`src/rtl/axis_ramp_source.sv`:
```
// AXI4-Stream ramp generator: emits num_beats beats of incrementing bytes,
// framed into PKT_LEN-beat packets, behind a start/busy/done control handshake.
module axis_ramp_source #(
   parameter int DATA_WIDTH = 32,
   parameter int PKT_LEN    = 16,
   parameter int CNT_WIDTH  = 16
) (
   input  logic                    aclk,
   input  logic                    areset,
   input  logic                    start,
   input  logic [CNT_WIDTH-1:0]    num_beats,
   input  logic [7:0]              start_value,
   output logic                    busy,
   output logic                    done,
   output logic [DATA_WIDTH-1:0]   m_axis_tdata,
   output logic [DATA_WIDTH/8-1:0] m_axis_tkeep,
   output logic                    m_axis_tlast,
   output logic                    m_axis_tvalid,
   input  logic                    m_axis_tready
);

   localparam int                 BYTES     = DATA_WIDTH / 8;
   localparam int                 PKT_W     = (PKT_LEN > 1) ? $clog2(PKT_LEN) : 1;
   localparam logic [PKT_W-1:0]   PKT_END   = PKT_W'((PKT_LEN > 0) ? PKT_LEN - 1 : 0);
   localparam logic [7:0]         BEAT_STEP = 8'(BYTES);

   typedef enum logic [1:0] {IDLE, RUN, DONE} state_t;

   state_t               state;
   logic [CNT_WIDTH-1:0] beat_cnt;
   logic [CNT_WIDTH-1:0] last_idx;
   logic [PKT_W-1:0]     pkt_cnt;
   logic [7:0]           lane0;

   logic                 accept;
   logic [CNT_WIDTH-1:0] next_beat;
   logic [PKT_W-1:0]     next_pkt;
   logic [7:0]           next_lane0;
   logic                 next_last;
   logic                 first_last;

   // Lane k of a beat whose lane 0 holds base; 8-bit adds give the mod-256 wrap.
   function automatic logic [DATA_WIDTH-1:0] ramp(input logic [7:0] base);
      logic [DATA_WIDTH-1:0] d;
      d = '0;
      for (int k = 0; k < BYTES; k++) d[8*k +: 8] = base + 8'(k);
      return d;
   endfunction

   // NOTE: every signal gets a value on every path through always_comb, so no latch is inferred.
   always_comb begin
      accept     = m_axis_tvalid && m_axis_tready;
      next_beat  = beat_cnt + CNT_WIDTH'(1);
      next_lane0 = lane0 + BEAT_STEP;
      next_pkt   = (pkt_cnt == PKT_END) ? '0 : pkt_cnt + PKT_W'(1);
      next_last  = ((PKT_LEN > 0) && (next_pkt == PKT_END)) || (next_beat == last_idx);
      first_last = (PKT_LEN == 1) || (num_beats == CNT_WIDTH'(1));
   end

   // NOTE: state uses non-blocking assignments so every register samples pre-edge values.
   always_ff @(posedge aclk) begin
      if (areset) begin
         state         <= IDLE;
         busy          <= 1'b0;
         done          <= 1'b0;
         m_axis_tvalid <= 1'b0;
         m_axis_tlast  <= 1'b0;
         m_axis_tdata  <= '0;
         beat_cnt      <= '0;
         last_idx      <= '0;
         pkt_cnt       <= '0;
         lane0         <= '0;
      end else begin
         done <= 1'b0;
         case (state)
            IDLE: begin
               if (start) begin
                  busy <= 1'b1;
                  if (num_beats == '0) begin
                     state <= DONE;
                     done  <= 1'b1;
                  end else begin
                     // last_idx rather than num_beats keeps the compare inside CNT_WIDTH
                     state         <= RUN;
                     m_axis_tvalid <= 1'b1;
                     m_axis_tdata  <= ramp(start_value);
                     m_axis_tlast  <= first_last;
                     lane0         <= start_value;
                     beat_cnt      <= '0;
                     pkt_cnt       <= '0;
                     last_idx      <= num_beats - CNT_WIDTH'(1);
                  end
               end
            end
            RUN: begin
               if (accept) begin
                  if (beat_cnt == last_idx) begin
                     state         <= DONE;
                     done          <= 1'b1;
                     m_axis_tvalid <= 1'b0;
                     m_axis_tdata  <= '0;
                     m_axis_tlast  <= 1'b0;
                  end else begin
                     beat_cnt     <= next_beat;
                     lane0        <= next_lane0;
                     pkt_cnt      <= next_pkt;
                     m_axis_tdata <= ramp(next_lane0);
                     m_axis_tlast <= next_last;
                  end
               end
            end
            DONE: begin
               state <= IDLE;
               busy  <= 1'b0;
            end
            default: state <= IDLE;
         endcase
      end
   end

   assign m_axis_tkeep = {BYTES{m_axis_tvalid}};

endmodule

```
`config.mk`:
```
export PLATFORM = sky130hd
export DESIGN_NAME = axis_ramp_source
export DESIGN_NICKNAME = d
export VERILOG_FILES = /design/src/rtl/axis_ramp_source.sv
export SDC_FILE = /design/constraint.sdc
export NUM_CORES = 1
export LEC_CHECK = 0
export BUFFER_PORTS_ARGS = -buffer_cell sky130_fd_sc_hd__buf_2
export CAP_MARGIN = 10
export CELL_PAD_IN_SITES_DETAIL_PLACEMENT = 1
export CELL_PAD_IN_SITES_GLOBAL_PLACEMENT = 2
export CORE_UTILIZATION = 35
export CTS_BUF_LIST = sky130_fd_sc_hd__clkbuf_4
export CTS_CLUSTER_SIZE = 10
export DETAILED_ROUTE_END_ITERATION = 16
export PLACE_DENSITY_LB_ADDON = 0.05
export SLEW_MARGIN = 20
export SYNTH_ARGS = -nofsm -noshare
export SYNTH_HDL_FRONTEND = slang
export SYNTH_SLANG_ARGS = --single-unit
export TNS_END_PERCENT = 100
```
`constraint.sdc`:
```
create_clock -name aclk -period 3.28 [get_ports aclk]
set_clock_uncertainty 0.1 [all_clocks]
set_input_delay 0.164 -clock aclk [delete_from_list [all_inputs] [get_ports aclk]]
set_output_delay 0.164 -clock aclk [all_outputs]
set_load 0.01 [all_outputs]
```
==> metrics.cfg, run 1 <==
[clock_tree]
clock-sinks=80
cts_setup_buffers=0
cts_hold_buf=20
clock_path_buffers=2
post_cts_resized=0
root_buffer=clkbuf_4
htree_levels=3
cts_tree=yes
clock_latency_ps=450
clk_pin_slew_ps=130
cts_buffers=9

[sta]
rsz0062_at_grt=false
finalWorstSetupSlack_ps=366
whs_ps=38.7
fin_tns_setup_ps=0
tightestPinTransition_ps=1030
slew_headroom_pct=31.0
post-route-period-util_pct=88.8
setup_viol=0
clock.fmax_mhz=343
slew_viol_final=0
hold_violations=0
fin_crit_ps=2910

[worst_setup_path]
r2r_start=beat_cnt[8]
arrival_ps=3170
crit_chain=dlygate4sd3_1, buf_2, inv_1, ha_1, or4b_2, nor4_4, o21ai_2, o31a_1, and3_1, xnor2_1, nor2_1
cp_top_family=simple AND/OR/NAND/NOR gates
path_class=primary input to register
max_stage_delay_ps=640
required_ps=3530
cp-end-kind=register
r2r_end=state[0]
cp_slowest_cell=or4b_2
setup.worst_path.start_class=primary input
r2r_cells=8
path_max_fanout=20
reg2reg_slack_ps=520
cp_num_buf_inv=3

[power_and_ir_drop]
p_clk_share_pct=28.8
leakage_nw=2.16
p_sw_share_pct=31.8
peakVddDrop_mv=0.187
p_switching_mw=0.716
power_mw=2.25
p_int_mw=1.53
p_seq_share_pct=48.6
combPwrFrac_pct=22.6
cellPowerDensity_nw_per_um2=389

[floorplan]
initial_utilization_pct=36.1
die-area_um2=14800
rows=43
io-pin-count=68
core_um2=13900
die_h_um=122
die_w_um=122

[layout]
area_growth_pct=15.1
drive_gt1_share_pct=15.7
fin_area_um2=5780
final_cell_mix=nor2_1 (82), dfxtp_1 (80), buf_2 (67)
final_util_pct=41.5
layout.nets=739
instances_no_fill=881
final_common_cell=nor2_1

[placed_design]
dp.cells=845
dp_hpwl_mm=11.7
post-place-ws_ps=407
gp_congestion=0.809
io_buffers=67
placed_cell_area_um2=5440

[synthesis]
avgSynthCellArea_um2=7.89
synth_edf_count=0
ys_seq_area_share_pct=31.9
syn-cell-area_um2=5030
yosysWarnings=0
synth_ff_type=dfxtp_1
syn-instance-count=637
syn_nets=680
synth_cell_types=58
synthArstFlopShare_pct=0
ys_ff_latch=80

[global_routing]
antenna_found_initial=1
grt_pass1_vias=4846
grt_usage_pct=22.9
grt_max_degree=38
grt_pass1_wl_mm=25.9
grt_overflow_total=0

[routing]
vias=4768
viasPerCell=5.41
routed_wl_mm=15.9
drt_iter0_drc=178
dr.pass1.iters=4
drc=0
avgRoutedWirePerCell_um=18.0
drtAntennaViolNets=0

[hold_path]
hold_path.class=primary input to register
hold_end=m_axis_tdata[4]
hold_path_depth=3
min-delay-start=start_value[4]

[outcome]
status=completed

[job]
cap_violations=0

[cells in the mapped netlist, drive strengths merged (2+ instances only)]
library cell  number  area, um^2
nand4             11        68.8
nor2b              5        31.3
dfxtp             80        1600
o31ai              4        35.0
a21oi             34         170
and2               3        18.8
nor2              84         325
or4                3        30.0
xor2              39         342
a311oi             2        17.5
or3                4        25.0
nor4              10        77.6
a22oi              3        22.5
nor3              22         150
o21ai             32         164
xnor2             54         473
o21a               2        15.0
nand3b             2        15.0
clkbuf            32         120
nand3             23         115
ha                15         188
inv               16        60.1
nand2b             5        31.3
nor3b              2        15.0
a31oi              3        18.8
a211oi            19         143
and3               3        18.8
and4               3        26.3
o211ai            10        75.1
buf               20         129
o311ai             3        26.3
nand2             61         229
a221oi            11        96.3
o221ai             4        35.0
[power groups by stage]
stage / clock [mW] / sequential (mW) / combinational (mW)
floorplan: 0 / 1.11 / 0.330
global placement: 0 / 1.11 / 0.486
detailed placement: 0 / 1.12 / 0.492
CTS: 0.669 / 1.09 / 0.515
global route: 0.715 / 1.10 / 0.567
finish: 0.647 / 1.09 / 0.509
[layer usage]
metal	track usage [%]	part of all wire, %	up-vias
met5	0	0	-
met4	7.79	1.4	0
met3	3.18	3.2	16
met2	34.9	44	91
met1	32.8	52	2316
li1	-	-	2345
[cell type report]
cell class                      count  area (um^2)
Fill cell                        1713         8150
Multi-Input combinational cell    489         3120
Sequential cell                    80         1600
Timing Repair Buffer              100          633
Tap cell                          180          225
Clock inverter                      6         75.1
Clock buffer                        9         67.6
Inverter                           16         60.1
Antenna cell                        1         2.50
[flip-flops by register name (all words and copies together), names as in the netlist]
name           count
m_axis_tlast       1
busy               1
m_axis_tdata      30
done               1
m_axis_tvalid      1
pkt_cnt            4
state              2
last_idx          16
lane0              8
beat_cnt          16
[worst reg2reg max path, stage by stage (launching register included)]
cell and delay, ps:
dfxtp_1 480, xnor2_1 200, nand4_1 130, or4_4 610
nor2_4 120, buf_4 230, a41o_1 200, dlygate4sd3_1 550
nor3_1 40
[cells by family after synthesis]
| logic type | synth area share, % |
|---|---|
| AO/OA/AOI/OAI | 18.0 |
| AND/OR/NAND/NOR | 23.8 |
| multiplexers | 0.224 |
| flip-flops | 31.9 |
| XOR/XNOR | 16.2 |
| buffers and inverters | 6.15 |
| adder cells (fa/ha/maj) | 3.73 |
[worst max path at each step]
stage                             from  slack, ps          endpoint  cells after the start
after floorplan               lane0[2]        790  m_axis_tdata[15]                     10
after CTS                 num_beats[0]        380       beat_cnt[9]                     11
after detailed placement  num_beats[1]        410       beat_cnt[9]                     10
after global placement    num_beats[1]        480       beat_cnt[9]                     10
final                     num_beats[0]        370       beat_cnt[9]                     11
after global routing      num_beats[0]        150       beat_cnt[9]                     11
Note: power is estimated with default switching activity, not from simulation.
==> run 2: changes to the inputs <==
CORE_MARGIN = 2   (was default)
CORE_UTILIZATION = 38   (was 35)
SKIP_CTS_REPAIR_TIMING = 1   (was default)
clock period = 3.4 ns   (was 3.28 ns; I/O delays follow)
==> run 2 against run 1 <==
  * The flow now finishes with violations (hold timing)
  * Cell count decreased by 0.57%
  * Flip-flop and latch count did not move
  * Clock power fell by 9.9%
  * Critical path depth unchanged
  * Critical endpoint unchanged
  * Largest cell class unchanged
  * Largest power group unchanged
==> metrics.cfg, run 2 (synthesized netlist as in run 1, its figures left out) <==
[clock_tree]
clock-sinks=80  ; unchanged
clk_pin_slew_ps=130  ; about the same
clock_path_buffers=2  ; unchanged
clock_latency_ps=460  ; about the same
root_buffer=clkbuf_4
htree_levels=3  ; unchanged
cts_buffers=9  ; unchanged
cts_tree=yes

[worst_setup_path]
cp-end-kind=register
path_class=primary input to register
path_max_fanout=20  ; unchanged
cp_slowest_cell=or4b_2
cp_num_buf_inv=3  ; unchanged
crit_chain=dlygate4sd3_1, buf_2, inv_1, ha_1, or4b_2, nor4_4, o21ai_2, o31a_1, and3_1, xnor2_1, nor2_1
setup.worst_path.start_class=primary input
cp_top_family=simple AND/OR/NAND/NOR gates
required_ps=3650  ; +120 ps
max_stage_delay_ps=640  ; about the same
arrival_ps=3210  ; +40 ps
reg2reg_slack_ps=590  ; +70 ps

[power_and_ir_drop]
peakVddDrop_mv=0.180  ; -3.7%
power_mw=2.13  ; -5.4%
combPwrFrac_pct=23.1  ; +0.5 points
leakage_nw=2.15  ; -0.39%
p_switching_mw=0.701  ; -2.1%
p_sw_share_pct=32.9  ; +1.1 points
p_int_mw=1.43  ; -6.9%
p_clk_share_pct=27.4  ; -1.4 points
p_seq_share_pct=49.5  ; +0.9 points
cellPowerDensity_nw_per_um2=371  ; -4.7%

[layout]
drive_gt1_share_pct=16.3  ; +0.59 points
final_cell_mix=nor2_1 (82), dfxtp_1 (80), buf_2 (67)
largest_reg_flops=30  ; unchanged
fin_area_um2=5740  ; -0.69%
final_common_cell=nor2_1
largestRegisters=m_axis_tdata: 30 flops, beat_cnt: 16 flops, last_idx: 16 flops
layout.nets=737  ; -0.27%
final_util_pct=43.9  ; +2.4 points
area_growth_pct=14.3
regMostFlops=m_axis_tdata

[sta]
rsz0062_at_grt=false
tightestPinTransition_ps=959  ; -71.7 ps
finalWorstSetupSlack_ps=438  ; +72.3 ps
fin_tns_setup_ps=0  ; unchanged
whs_ps=-11.5  ; -50.3 ps
fin_crit_ps=2960
setup_viol=0  ; unchanged
clock.fmax_mhz=338
hold_violations=1  ; +1
slew_viol_final=0  ; unchanged
post-route-period-util_pct=87.1
slew_headroom_pct=35.8  ; +4.8 points

[floorplan]
rows=42  ; -2.3%
die-area_um2=14200  ; -4.6%
die_w_um=119  ; -2.3%
core_um2=13100  ; -6.1%
io-pin-count=68  ; unchanged
die_h_um=119  ; -2.3%
initial_utilization_pct=38.4  ; +2.3 points

[global_routing]
grt_usage_pct=22.2  ; -0.71 points
grt_pass1_wl_mm=24.8  ; -4.4%
grt_pass1_vias=4640  ; -4.3%
grt_overflow_total=0  ; unchanged
antenna_found_initial=1  ; unchanged
grt_max_degree=63  ; +66%

[routing]
drtAntennaViolNets=0  ; unchanged
vias=4805  ; +0.78%
routed_wl_mm=15.7  ; -0.81%
drc=0  ; unchanged
viasPerCell=5.49  ; +1.4%
avgRoutedWirePerCell_um=18.0  ; -0.25%
dr.pass1.iters=4  ; unchanged
drt_iter0_drc=263  ; +48%

[placed_design]
gp_congestion=0.889  ; +9.9%
post-place-ws_ps=481  ; +74.9 ps
io_buffers=67  ; unchanged
placed_cell_area_um2=5440  ; about the same
dp_hpwl_mm=11.4  ; -2.9%

[outcome]
violations=hold timing
status=complete, but fails checks

[hold_path]
hold_path.class=primary input to register

[job]
cap_violations=0  ; unchanged

[run 2: cell types whose count changed in the layout (fill, tap and decap cells not counted), sizes merged]
cell	change
buf	+1
bufinv	-1
clkbuf	+2
dlygate4sd3	-3
[run 2: per-stage QoR]
stage	cells	hold slack (ps)
2_1_floorplan	637	166
3_3_place_gp	842	298
3_5_place_dp	842	317
4_1_cts	858	-195
5_1_grt	876	6.58
6_report	876	-11.5
[run 2: worst paths after layout]
| kind | endpoint | cells after the start | from |
|---|---|---|---|
| hold / removal | last_idx[4] | 3 | num_beats[4] |
| setup / recovery | beat_cnt[9] | 11 | num_beats[0] |
| hold reg to reg | m_axis_tdata[5] | 2 | m_axis_tdata[5] |
| setup reg to reg | m_axis_tlast | 8 | beat_cnt[0] |
[run 2: final cells by class]
type / count / area (um^2)
repair buffers: 98 / 611
multi-input cells: 489 / 3120
inverters: 16 / 60.1
diodes: 1 / 2.50
clock buffers: 11 / 82.6
clock inverters: 5 / 47.5
well taps: 176 / 220
fillers: 1619 / 7340
flip-flops and latches: 80 / 1600
[run 2: tightest hold or removal path, delay by kind of cell]
family,cells,cell delay [ps]
AO/OA/AOI/OAI,1,70
XOR/XNOR,1,140
buffers and inverters,1,130
[run 2: layer usage]
metal / track usage, % / wire length, um / part of all wire, %
met3: 3.35 / 631 / 4.0
met5: 0 / 0 / 0
met1: 33.4 / 8160 / 52
met4: 7.37 / 240 / 1.5
met2: 32.0 / 6710 / 43
[run 2: power by group through the flow]
stage	Combinational, mW	Sequential (mW)	Clock (mW)
after floorplan	0.318	1.07	0
after detailed placement	0.477	1.07	0
after global routing	0.547	1.06	0.645
final	0.492	1.05	0.583
after CTS	0.479	1.05	0.604
after global placement	0.466	1.07	0
==> run 3: changes to the inputs <==
ABC_AREA = 1   (was default)
CORE_UTILIZATION = 35   (was 38)
PLACE_DENSITY = 0.85   (was default)
PLACE_DENSITY_LB_ADDON = default   (was 0.05)
==> run 3 against run 2 <==
  * Combinational power grew to 6.3 times the previous value
  * Global-route usage up 1.5 points
  * Highest routed layer unchanged
  * The flow still finishes with violations (hold timing)
  * Clock power is 1% higher
==> metrics.cfg, run 3 <==
[worst_setup_path]
critPathMostFrequentCell=nand2_4
cp_top_family=simple AND/OR/NAND/NOR gates
arrival_ps=3290  ; +80 ps
setup.worst_path.start_class=register
cp_num_buf_inv=3  ; unchanged
max_stage_delay_ps=550  ; -90 ps
required_ps=3720  ; +70 ps
crit_chain=inv_1, nand2_4, inv_4, nand2_2, nand2_1, nor2_2, nand2_4, nor2_4, o21ai_0, a31oi_1, dlygate4sd3_1
path_class=register to register
cp_slowest_cell=dlygate4sd3_1
cp-end-kind=register
path_max_fanout=35  ; +75%

[synthesis]
synth_common_cells=nand2_1 (205), nor2_1 (95), inv_1 (83)
netlist.area_leader.share_pct=30.1  ; -1.8 points
yosysMostFrequentCell=nand2_1
synth_top_area_cell=dfxtp_1
ys_ff_latch=80  ; unchanged
synthArstFlopShare_pct=0  ; unchanged
syn-instance-count=840  ; +32%
avgSynthCellArea_um2=6.33  ; -20%
synth_edf_count=0  ; unchanged
synth_cell_types=35  ; -40%
syn_nets=883  ; +30%
ys_seq_area_share_pct=30.1  ; -1.8 points
synth_ff_type=dfxtp_1
syn-cell-area_um2=5320  ; +5.9%
yosysWarnings=0  ; unchanged
synth_area_leaders=dfxtp_1 (30%), nand2_1 (14%), nor2_1 (6.7%)

[global_routing]
grt_usage_pct=23.7  ; +1.5 points
grt_pass1_vias=5838  ; +26%
antenna_found_initial=1  ; unchanged
grt_overflow_total=0  ; unchanged
grt_max_degree=40  ; -37%
grt_pass1_wl_mm=30.3  ; +22%

[layout]
drive_gt1_share_pct=12.8  ; -3.5 points
fin_area_um2=5970  ; +4.0%
instances_no_fill=1093  ; +25%
largestRegisters=m_axis_tdata: 30 flops, beat_cnt: 16 flops, last_idx: 16 flops
final_common_cell=nand2_1
area_growth_pct=12.2
largest_reg_flops=30  ; unchanged
regMostFlops=m_axis_tdata
final_cell_mix=nand2_1 (205), nor2_1 (95), inv_1 (83)
layout.nets=942  ; +28%

[routing]
drt_iter0_drc=246  ; -6.5%
route.met3.wl_um=448  ; -29%
dr.pass1.iters=4  ; unchanged
viasPerCell=5.15  ; -6.0%
vias=5633  ; +17%
dr_wl_met2_mm=9.54  ; +42%
drc=0  ; unchanged
drt-met1-wl_mm=8.10  ; -0.77%
avgRoutedWirePerCell_um=17.2  ; -4.3%
routed_wl_mm=18.8  ; +19%
highest_layer=met4
drtAntennaViolNets=0  ; unchanged

[power_and_ir_drop]
p_int_mw=2.63  ; +84%
cellPowerDensity_nw_per_um2=915  ; +150%
combPwrFrac_pct=56.9  ; +34 points
p_sw_share_pct=51.9  ; +19 points
p_clk_share_pct=10.8  ; -17 points
p_seq_share_pct=32.3  ; -17 points
leakage_nw=2.73  ; +27%
p_switching_mw=2.84  ; +300%
peakVddDrop_mv=0.307  ; +70%

[clock_tree]
cts_buffers=9  ; unchanged
root_buffer=clkbuf_4
clock_path_buffers=2  ; unchanged
htree_levels=3  ; unchanged
clock_latency_ps=470  ; about the same
cts_tree=yes
clock-sinks=80  ; unchanged
clk_pin_slew_ps=130  ; about the same

[floorplan]
die-area_um2=16200  ; +14%
die_w_um=127  ; +7.0%
core_um2=15000  ; +15%
die_h_um=127  ; +7.0%
initial_utilization_pct=35.4  ; -3.0 points
rows=45  ; +7.1%
io-pin-count=68  ; unchanged

[sta]
fin_crit_ps=2970  ; +6.32 ps
finalWorstSetupSlack_ps=432  ; -6.32 ps
hold_violations=3  ; +2
post-route-period-util_pct=87.3  ; +0.19 points
fin_tns_setup_ps=0  ; unchanged
whs_ps=-27.7  ; -16.2 ps
rsz0062_at_grt=false
setup_viol=0  ; unchanged
slew_headroom_pct=63.4  ; +28 points
slew_viol_final=0  ; unchanged
tightestPinTransition_ps=548  ; -410 ps
clock.fmax_mhz=337  ; -0.21%

[placed_design]
post-place-ws_ps=460  ; -21.8 ps
dp.cells=1066  ; +27%
io_buffers=67  ; unchanged
placed_cell_area_um2=5730  ; +5.4%
gp_congestion=0.923  ; +3.8%
dp_hpwl_mm=14.5  ; +28%

[hold_path]
hold_path.class=primary input to register

[job]
cap_violations=0  ; unchanged

[outcome]
violations=hold timing
status=complete, but fails checks

run 3: worst min-delay path: stages:
cell     delay (ps)
buf_2           130
xor2_1           80
a21oi_1         130
run 3: power by group through the flow:
stage | clock network (mW) | registers (mW) | logic [mW]
2_1_floorplan | 0 | 1.72 | 2.23
3_3_place_gp | 0 | 1.77 | 3.01
3_5_place_dp | 0 | 1.79 | 3.11
4_1_cts | 0.610 | 1.77 | 3.13
5_1_grt | 0.644 | 1.82 | 3.52
6_report | 0.590 | 1.77 | 3.11
run 3: logic make-up after synthesis:
kind of cell,count (synthesis),synth area share [%]
fa+ha+maj,15,3.53
compound gates,156,15.2
flops,80,30.1
xor+xnor,38,6.26
simple gates,421,34.1
buf+inv,130,10.8
run 3: metrics by stage:
| step | util [%] | hold slack [ps] | total power, mW |
|---|---|---|---|
| floorplan | - | 160 | 3.95 |
| global placement | 38.1 | 303 | 4.78 |
| detailed placement | 38.1 | 313 | 4.90 |
| CTS | 39.0 | -203 | 5.51 |
| global route | 39.7 | 1.44 | 5.98 |
| finish | 39.7 | -27.7 | 5.47 |
run 3: final timing paths:
kind,slack [ps],depth (start not counted),from,end
worst min register to register,390,2,last_idx[4],last_idx[4]
worst max-delay path,430,11,state[1],last_idx[5]
worst min-delay path,-30,3,num_beats[11],last_idx[11]
worst max register to register,430,11,state[1],last_idx[5]
run 3: routing by layer:
metal | track usage (%) | vias up
li1 | - | 2838
met1 | 28.5 | 2681
met2 | 42.3 | 83
met3 | 2.51 | 31
met4 | 11.3 | 0
met5 | 0 | -
run 3: area by class of cell:
cell class / instances / area (um^2)
clock inverter: 6 / 60.1
timing repair buffer: 86 / 503
clock buffer: 10 / 75.1
antenna: 1 / 2.50
inverter: 92 / 350
tap: 188 / 235
sequential: 80 / 1600
fill: 2051 / 9060
multi-input combinational: 630 / 3140
